<file path="src/rtl/memory_access_pkg.sv">
// Shared definitions for the Y86-64 memory stage:
// icodes, status codes, FSM states and operand selectors.
package memory_access_pkg;

  localparam logic [3:0] IHALT   = 4'd0;
  localparam logic [3:0] INOP    = 4'd1;
  localparam logic [3:0] IRRMOVQ = 4'd2;
  localparam logic [3:0] IIRMOVQ = 4'd3;
  localparam logic [3:0] IRMMOVQ = 4'd4;
  localparam logic [3:0] IMRMOVQ = 4'd5;
  localparam logic [3:0] IOPQ    = 4'd6;
  localparam logic [3:0] IJXX    = 4'd7;
  localparam logic [3:0] ICALL   = 4'd8;
  localparam logic [3:0] IRET    = 4'd9;
  localparam logic [3:0] IPUSHQ  = 4'd10;
  localparam logic [3:0] IPOPQ   = 4'd11;

  localparam logic [2:0] SAOK = 3'd1;
  localparam logic [2:0] SHLT = 3'd2;
  localparam logic [2:0] SADR = 3'd3;
  localparam logic [2:0] SINS = 3'd4;

  typedef enum logic [1:0] {
    S_IDLE,
    S_MEM,
    S_DONE,
    S_STOP
  } state_e;

  typedef enum logic {
    ADDR_VALE,
    ADDR_VALA
  } addr_sel_e;

  typedef enum logic {
    WDATA_VALA,
    WDATA_VALP
  } wdata_sel_e;

endpackage

</file>
<file path="src/rtl/memory_access_mem_op_decode.sv">
// Combinational icode decode: access direction,
// address/data operand selection and illegal icode.
module mem_op_decode
  import memory_access_pkg::*;
(
  input  logic [3:0] icode,
  output logic       is_read,
  output logic       is_write,
  output addr_sel_e  addr_sel,
  output wdata_sel_e wdata_sel,
  output logic       invalid
);

  always_comb begin
    is_read   = 1'b0;
    is_write  = 1'b0;
    addr_sel  = ADDR_VALE;
    wdata_sel = WDATA_VALA;
    invalid   = 1'b0;
    unique case (1'b1)
      icode == IRMMOVQ: is_write = 1'b1;
      icode == IMRMOVQ: is_read = 1'b1;
      icode == ICALL: begin
        is_write  = 1'b1;
        wdata_sel = WDATA_VALP;
      end
      icode == IRET: begin
        is_read  = 1'b1;
        addr_sel = ADDR_VALA;
      end
      icode == IPUSHQ: is_write = 1'b1;
      icode == IPOPQ: begin
        is_read  = 1'b1;
        addr_sel = ADDR_VALA;
      end
      icode >= 4'd12: invalid = 1'b1;
      default: ;
    endcase
  end

endmodule

</file>
<file path="src/rtl/memory_access.sv">
// Y86-64 memory stage: one outstanding data-memory
// access per bundle, result handed to writeback.
module memory_access
  import memory_access_pkg::*;
#(
  parameter logic [63:0] ADDR_LIMIT = 64'h1000,
  parameter int          TIMEOUT    = 16
) (
  input  logic        clk,
  input  logic        rst_n,
  input  logic        in_valid,
  output logic        in_ready,
  input  logic [3:0]  in_icode,
  input  logic [63:0] in_valE,
  input  logic [63:0] in_valA,
  input  logic [63:0] in_valP,
  input  logic        in_cnd,
  output logic        out_valid,
  input  logic        out_ready,
  output logic [3:0]  out_icode,
  output logic [63:0] out_valE,
  output logic [63:0] out_valM,
  output logic        out_cnd,
  output logic [2:0]  out_stat,
  output logic        mem_req,
  output logic        mem_we,
  output logic [63:0] mem_addr,
  output logic [63:0] mem_wdata,
  input  logic        mem_ack,
  input  logic [63:0] mem_rdata
);

  localparam int CW = $clog2(TIMEOUT + 1);
  localparam logic [CW-1:0] CNT_LAST = CW'(TIMEOUT - 1);

  state_e      state_q, state_d;
  logic [CW-1:0] cnt_q, cnt_d;
  logic        out_valid_q, out_valid_d;
  logic [3:0]  out_icode_q, out_icode_d;
  logic [63:0] out_valE_q, out_valE_d;
  logic [63:0] out_valM_q, out_valM_d;
  logic        out_cnd_q, out_cnd_d;
  logic [2:0]  out_stat_q, out_stat_d;
  logic        mem_req_q, mem_req_d;
  logic        mem_we_q, mem_we_d;
  logic [63:0] mem_addr_q, mem_addr_d;
  logic [63:0] mem_wdata_q, mem_wdata_d;

  logic        is_read, is_write, invalid;
  addr_sel_e   addr_sel;
  wdata_sel_e  wdata_sel;
  logic        mem_op, addr_ok;
  logic [63:0] addr, wdata;

  mem_op_decode u_dec (
    .icode     (in_icode),
    .is_read   (is_read),
    .is_write  (is_write),
    .addr_sel  (addr_sel),
    .wdata_sel (wdata_sel),
    .invalid   (invalid)
  );

  assign mem_op  = is_read | is_write;
  assign addr    = (addr_sel == ADDR_VALA) ? in_valA : in_valE;
  assign wdata   = (wdata_sel == WDATA_VALP) ? in_valP : in_valA;
  assign addr_ok = addr <= (ADDR_LIMIT - 64'd8);

  assign in_ready  = (state_q == S_IDLE);
  assign out_valid = out_valid_q;
  assign out_icode = out_icode_q;
  assign out_valE  = out_valE_q;
  assign out_valM  = out_valM_q;
  assign out_cnd   = out_cnd_q;
  assign out_stat  = out_stat_q;
  assign mem_req   = mem_req_q;
  assign mem_we    = mem_we_q;
  assign mem_addr  = mem_addr_q;
  assign mem_wdata = mem_wdata_q;

  always_comb begin
    state_d     = state_q;
    cnt_d       = cnt_q;
    out_valid_d = out_valid_q;
    out_icode_d = out_icode_q;
    out_valE_d  = out_valE_q;
    out_valM_d  = out_valM_q;
    out_cnd_d   = out_cnd_q;
    out_stat_d  = out_stat_q;
    mem_req_d   = mem_req_q;
    mem_we_d    = mem_we_q;
    mem_addr_d  = mem_addr_q;
    mem_wdata_d = mem_wdata_q;
    unique case (state_q)
      S_IDLE: begin
        if (in_valid) begin
          out_icode_d = in_icode;
          out_valE_d  = in_valE;
          out_cnd_d   = in_cnd;
          out_valM_d  = 64'd0;
          if (mem_op && addr_ok && !invalid) begin
            state_d     = S_MEM;
            cnt_d       = '0;
            mem_req_d   = 1'b1;
            mem_we_d    = is_write;
            mem_addr_d  = addr;
            mem_wdata_d = is_write ? wdata : 64'd0;
          end else begin
            state_d     = S_DONE;
            out_valid_d = 1'b1;
            if (invalid)
              out_stat_d = SINS;
            else if (in_icode == IHALT)
              out_stat_d = SHLT;
            else if (mem_op)
              out_stat_d = SADR;
            else
              out_stat_d = SAOK;
          end
        end
      end
      S_MEM: begin
        // ack wins over a timeout landing in the same cycle
        if (mem_ack) begin
          state_d     = S_DONE;
          out_valid_d = 1'b1;
          out_stat_d  = SAOK;
          out_valM_d  = mem_we_q ? 64'd0 : mem_rdata;
          mem_req_d   = 1'b0;
        end else if (cnt_q == CNT_LAST) begin
          state_d     = S_DONE;
          out_valid_d = 1'b1;
          out_stat_d  = SADR;
          mem_req_d   = 1'b0;
        end else begin
          cnt_d = cnt_q + CW'(1);
        end
      end
      S_DONE: begin
        if (out_ready) begin
          out_valid_d = 1'b0;
          state_d = (out_stat_q == SAOK) ? S_IDLE : S_STOP;
        end
      end
      S_STOP: ;
      default: state_d = S_IDLE;
    endcase
  end

  always_ff @(posedge clk or negedge rst_n) begin
    if (!rst_n) begin
      state_q     <= S_IDLE;
      cnt_q       <= '0;
      out_valid_q <= 1'b0;
      out_icode_q <= 4'd0;
      out_valE_q  <= 64'd0;
      out_valM_q  <= 64'd0;
      out_cnd_q   <= 1'b0;
      out_stat_q  <= 3'd0;
      mem_req_q   <= 1'b0;
      mem_we_q    <= 1'b0;
      mem_addr_q  <= 64'd0;
      mem_wdata_q <= 64'd0;
    end else begin
      state_q     <= state_d;
      cnt_q       <= cnt_d;
      out_valid_q <= out_valid_d;
      out_icode_q <= out_icode_d;
      out_valE_q  <= out_valE_d;
      out_valM_q  <= out_valM_d;
      out_cnd_q   <= out_cnd_d;
      out_stat_q  <= out_stat_d;
      mem_req_q   <= mem_req_d;
      mem_we_q    <= mem_we_d;
      mem_addr_q  <= mem_addr_d;
      mem_wdata_q <= mem_wdata_d;
    end
  end

endmodule

</file>
<file path="config.mk">
export PLATFORM = sky130hd
export DESIGN_NAME = memory_access
export DESIGN_NICKNAME = d
export VERILOG_FILES = /design/src/rtl/memory_access_pkg.sv /design/src/rtl/memory_access_mem_op_decode.sv /design/src/rtl/memory_access.sv
export SDC_FILE = /design/constraint.sdc
export NUM_CORES = 1
export LEC_CHECK = 0
export ABC_AREA = 1
export CORE_AREA = 2 2 207 209
export DETAILED_ROUTE_END_ITERATION = 8
export DIE_AREA = 0 0 209 211
export DONT_BUFFER_PORTS = 1
export PLACE_DENSITY = 0.53
export SKIP_CTS_REPAIR_TIMING = 1
export SYNTH_ARGS = -nofsm -noshare
export SYNTH_HDL_FRONTEND = slang
export SYNTH_SLANG_ARGS = --single-unit
export TNS_END_PERCENT = 50
</file>
<file path="constraint.sdc">
create_clock -name clk -period 2.15 [get_ports clk]
set_input_delay 0 -clock clk [delete_from_list [all_inputs] [get_ports clk]]
set_output_delay 0 -clock clk [all_outputs]
set_load 0.005 [all_outputs]
</file>
==> flow_results.org <==
** Synth
- Number of instances in the synthesized netlist :: 1690
- Number of distinct library cell variants in the gate-level netlist after synthesis :: 29
- After synthesis, the cell types taking the most area are dfrtp_1, nand2_1, nand3_1, mux2_2, o21ai_0.
- Synthesized area per cell :: 7.88 um2
- Area fraction in compound gates after synthesis :: 5.23%
- Proportion of synthesized chip area in sequential cells :: 51.5%
- Counting flops with a built-in enable in the synthesized netlist gives 0.
- Post-synth top area cell :: dfrtp_1
- Share of the synthesized area in the top cell type :: 51.5%
- Multiplexer share of the synthesized area :: 4.82%
- During synthesis, Yosys emitted a total of 0 warnings.
- The synthesized design contains 274 register bits.
- Asr flop ratio synth :: 100%
- Cell area after synthesis :: 13300 um2
- Synth Net Count :: 1962
- Summing the areas of all fa, ha and maj instances in the mapped netlist gives 0.564% of the synthesized area.
- Top post-synthesis cells by count :: nand2_1, dfrtp_1, nand3_1, nor2_1, inv_1
- Synthesized-area fraction occupied by and/or/nand/nor cells :: 30.5%
- By instance count, the leading cell after synthesis is nand2_1.
- After synthesis, the largest family of logic cells by area is simple AND/OR/NAND/NOR gates.
- Share of the synthesized netlist area taken by xor and xnor gates :: 0.0658%
- The most used flip-flop cell after synthesis is dfrtp_1.

** Setup path
- The worst register-to-register path ends at out_valid.
- In this design, the largest share of critical-path delay is due to simple AND/OR/NAND/NOR gates.
- Depth of the worst register-to-register path :: 13
- Signal arrival time at the worst endpoint :: 2.44 ns
- The worst setup path is launched from a flip-flop.
- The critical path contains buffers and inverters numbering 5 combined.
- STA classifies the critical path endpoint as a flip-flop.
- Required time at the worst-slack endpoint :: 2.62 ns
- Reg-to-reg setup timing slack :: 0.18 ns
- Cell at the slowest stage of the critical path :: dfrtp_1
- Maximum fanout along the worst path :: 4
- Walking the worst path, the cells encountered are inv_1 > ha_1 > inv_1 > nor2_4 > inv_1 > nor2_1 > a21oi_1 > inv_1 > or3_1 > inv_1 > nand2_1 > nand2_1 > nand2_1.
- Largest stage delay, worst path :: 0.38 ns
- Most used cell, CP :: inv_1
- Path type of the worst setup path :: flip-flop to flip-flop
- The most critical setup path has its startpoint at state_q[1].
- In this run the critical register-to-register path is launched from state_q[1].

** Global routing
- Via count of the first global-routing pass :: 11304
- Overall routing resource usage :: 22.8%
- The first global-routing pass estimated 75.6 mm of wire.
- Global route total overflow :: 0
- Entering global routing, the biggest net connects 275 pins.
- Antenna violations before repair :: 6

** Clock tree
- TritonCTS created 31 clock buffers.
- Maximum buffer depth of the clock tree :: 3
- Clock root cell :: clkbuf_16
- The tree built by TritonCTS fans out to 274 sinks.
- TritonCTS built the clock tree.
- In this run the number of H-tree levels came out at 1.
- Clock network latency to the later pin of the worst-skew pair :: 0.60 ns
- After clock tree synthesis, the clock-pin slew on the worst setup and hold paths is 0.06 ns.

** STA
- Final hold analysis gives a worst-case slack of -0.904 ns.
- Hold Fails Final Rpt :: 421
- The worst path needs 1.97 ns of the cycle, external delays included.
- For the pin with the worst max-slew slack, the measured transition is 0.725 ns.
- Final period util :: 91.5%
- Measured against its own limit, the worst slew margin works out to 51.7%.
- RSZ-0062 raised after global routing :: false
- Fin worst setup slack :: 0.183 ns
- Setup violations remaining at the end of the flow were counted as 0.
- Max Fclk :: 508 MHz
- The max-slew violation total from the final report is 0.
- Clock skew on the completed layout was measured at 0.0186 ns.

** Layout
- Proportion of layout cells with a drive suffix above 1 :: 8.99%
- Number of filler instances in the final layout :: 4099
- After the last flow step, the layout net total stands at 2206.
- Fin cells :: 2501
- Relative to the synthesized area, the layout overhead comes to 34.2%.

** Die
- Core outline area :: 41800 um2
- Once the floorplan was initialized, standard cells occupied 31.9% of the core.
- Die area :: 44100 um2
- The floorplan has 75 rows.
- Die outline height :: 211 um
- Die width :: 209 um
- In this run the count of I/O pins placed on the die edge is 534.

** Drt
- Vias :: 12720
- Post-detailed-route DRC marker count :: 0
- Dividing the detail-routed via count by the number of cells gives 5.09.
- After detailed routing, the average wire length per cell comes to 22.0 um.
- In this run the remaining antenna-violating nets after routing total 0.
- Detailed-router iteration count before antenna repair :: 5
- After the first detailed-routing iteration, the DRC count stood at 1204.
- Routed wire length :: 55.0 mm

** Place
- Worst slack after detailed placement :: -0.0609 ns
- Input/output buffers :: 0
- After detailed placement, the design holds a cell count of 2172.
- Summed over all nets, the half-perimeter wirelength after detailed placement is 39.3 mm.
- GP Congestion :: 1.01

** Power and ir drop
- VDD sags by at most 0.000544 V.
- Power Density :: 908 nW/um2
- For this design the static power due to leakage is 9.26 nW.
- Summing internal, switching and leakage power gives 16.2 mW.

** Run status
- Violations in the final reports :: hold timing
- Outcome :: finished with violations

** Run
- Across the run, the number of max-cap violations was 0.

** Min path
- Hold WC Path Type :: primary input to async pin
## worst max path at each step
stage / to / slack [ns] / depth (start not counted)
CTS: out_valM[32] / 0.14 / 8
global route: out_stat[1] / 0.0008 / 10
detailed placement: mem_addr[1] / -0.06 / 14
finish: out_valid / 0.18 / 13
global placement: mem_addr[1] / -0.02 / 14
floorplan: out_valM[10] / 0.14 / 10
## sequential cells by signal, indices dropped and copies added (netlist names), 2 cells and up
signal / count
out_valM: 64
mem_addr: 64
out_icode: 4
out_stat: 3
cnt_q: 5
out_valE: 64
state_q: 2
mem_wdata: 64
## through the flow
| stage | util (%) | TNS, ns | cell area, um2 | hold slack [ns] |
|---|---|---|---|---|
| floorplan | - | 0 | 13300 | -0.296 |
| global placement | 33.9 | -0.0178 | 14200 | -0.289 |
| detailed placement | 33.9 | -0.899 | 14200 | -0.289 |
| CTS | 36.3 | 0 | 15200 | -0.925 |
| global route | 42.8 | 0 | 17900 | -0.914 |
| finish | 42.8 | 0 | 17900 | -0.904 |
## layout by cell type (no fill, tap or decap), types with 3 or more instances in the layout
master and n:
o21ai_1 5, nand4_1 37, ha_1 6, diode_2 5, a21oi_1 11, nand3_1 188
buf_4 31, clkbuf_1 5, inv_2 3, nor2_1 150, clkinv_2 8, mux2_2 57
o21ai_0 119, nand2_1 586, clkbuf_16 31, buf_12 18, dlygate4sd3_1 267, nor2_4 5
dfrtp_1 274, inv_1 125, clkbuf_8 7
## worst reg2reg max path, cell delays in order (launching register included)
cell	delay (ns)
dfrtp_1	0.38
inv_1	0.08
ha_1	0.27
inv_1	0.14
nor2_4	0.04
inv_1	0.07
nor2_1	0.06
a21oi_1	0.11
inv_1	0.05
or3_1	0.34
inv_1	0.14
nand2_1	0.07
nand2_1	0.07
nand2_1	0.05
## area by class of cell
type / count / area, um2 / share of cell area, %
Sequential cell: 274 / 6860 / 38.4
Timing Repair Buffer: 317 / 3280 / 18.3
Antenna cell: 5 / 12.5 / 0.0700
Clock inverter: 13 / 116 / 0.651
Tap cell: 539 / 674 / 3.77
Inverter: 128 / 480 / 2.69
Multi-Input combinational cell: 1182 / 5570 / 31.2
Clock buffer: 43 / 891 / 4.98
## report_power, final
part	total [mW]	switching [mW]	internal (mW)
Sequential	7.12	0.939	6.18
Combinational	3.82	2.32	1.50
Clock	5.30	2.28	3.02
## routing by layer
metal / GRT usage (%) / share of wire, %
met3: 6.97 / 9.4
met2: 35.3 / 45
met1: 30.5 / 42
met4: 7.41 / 3.3
met5: 0 / 0.013
## cell families after synthesis
kind of cell / Yosys count
AO/OA/AOI/OAI: 138
XOR/XNOR: 1
multiplexers: 57
AND/OR/NAND/NOR: 980
buffers and inverters: 234
flip-flops: 274
adder cells (fa/ha/maj): 6
(Power assumes the default switching activity.)
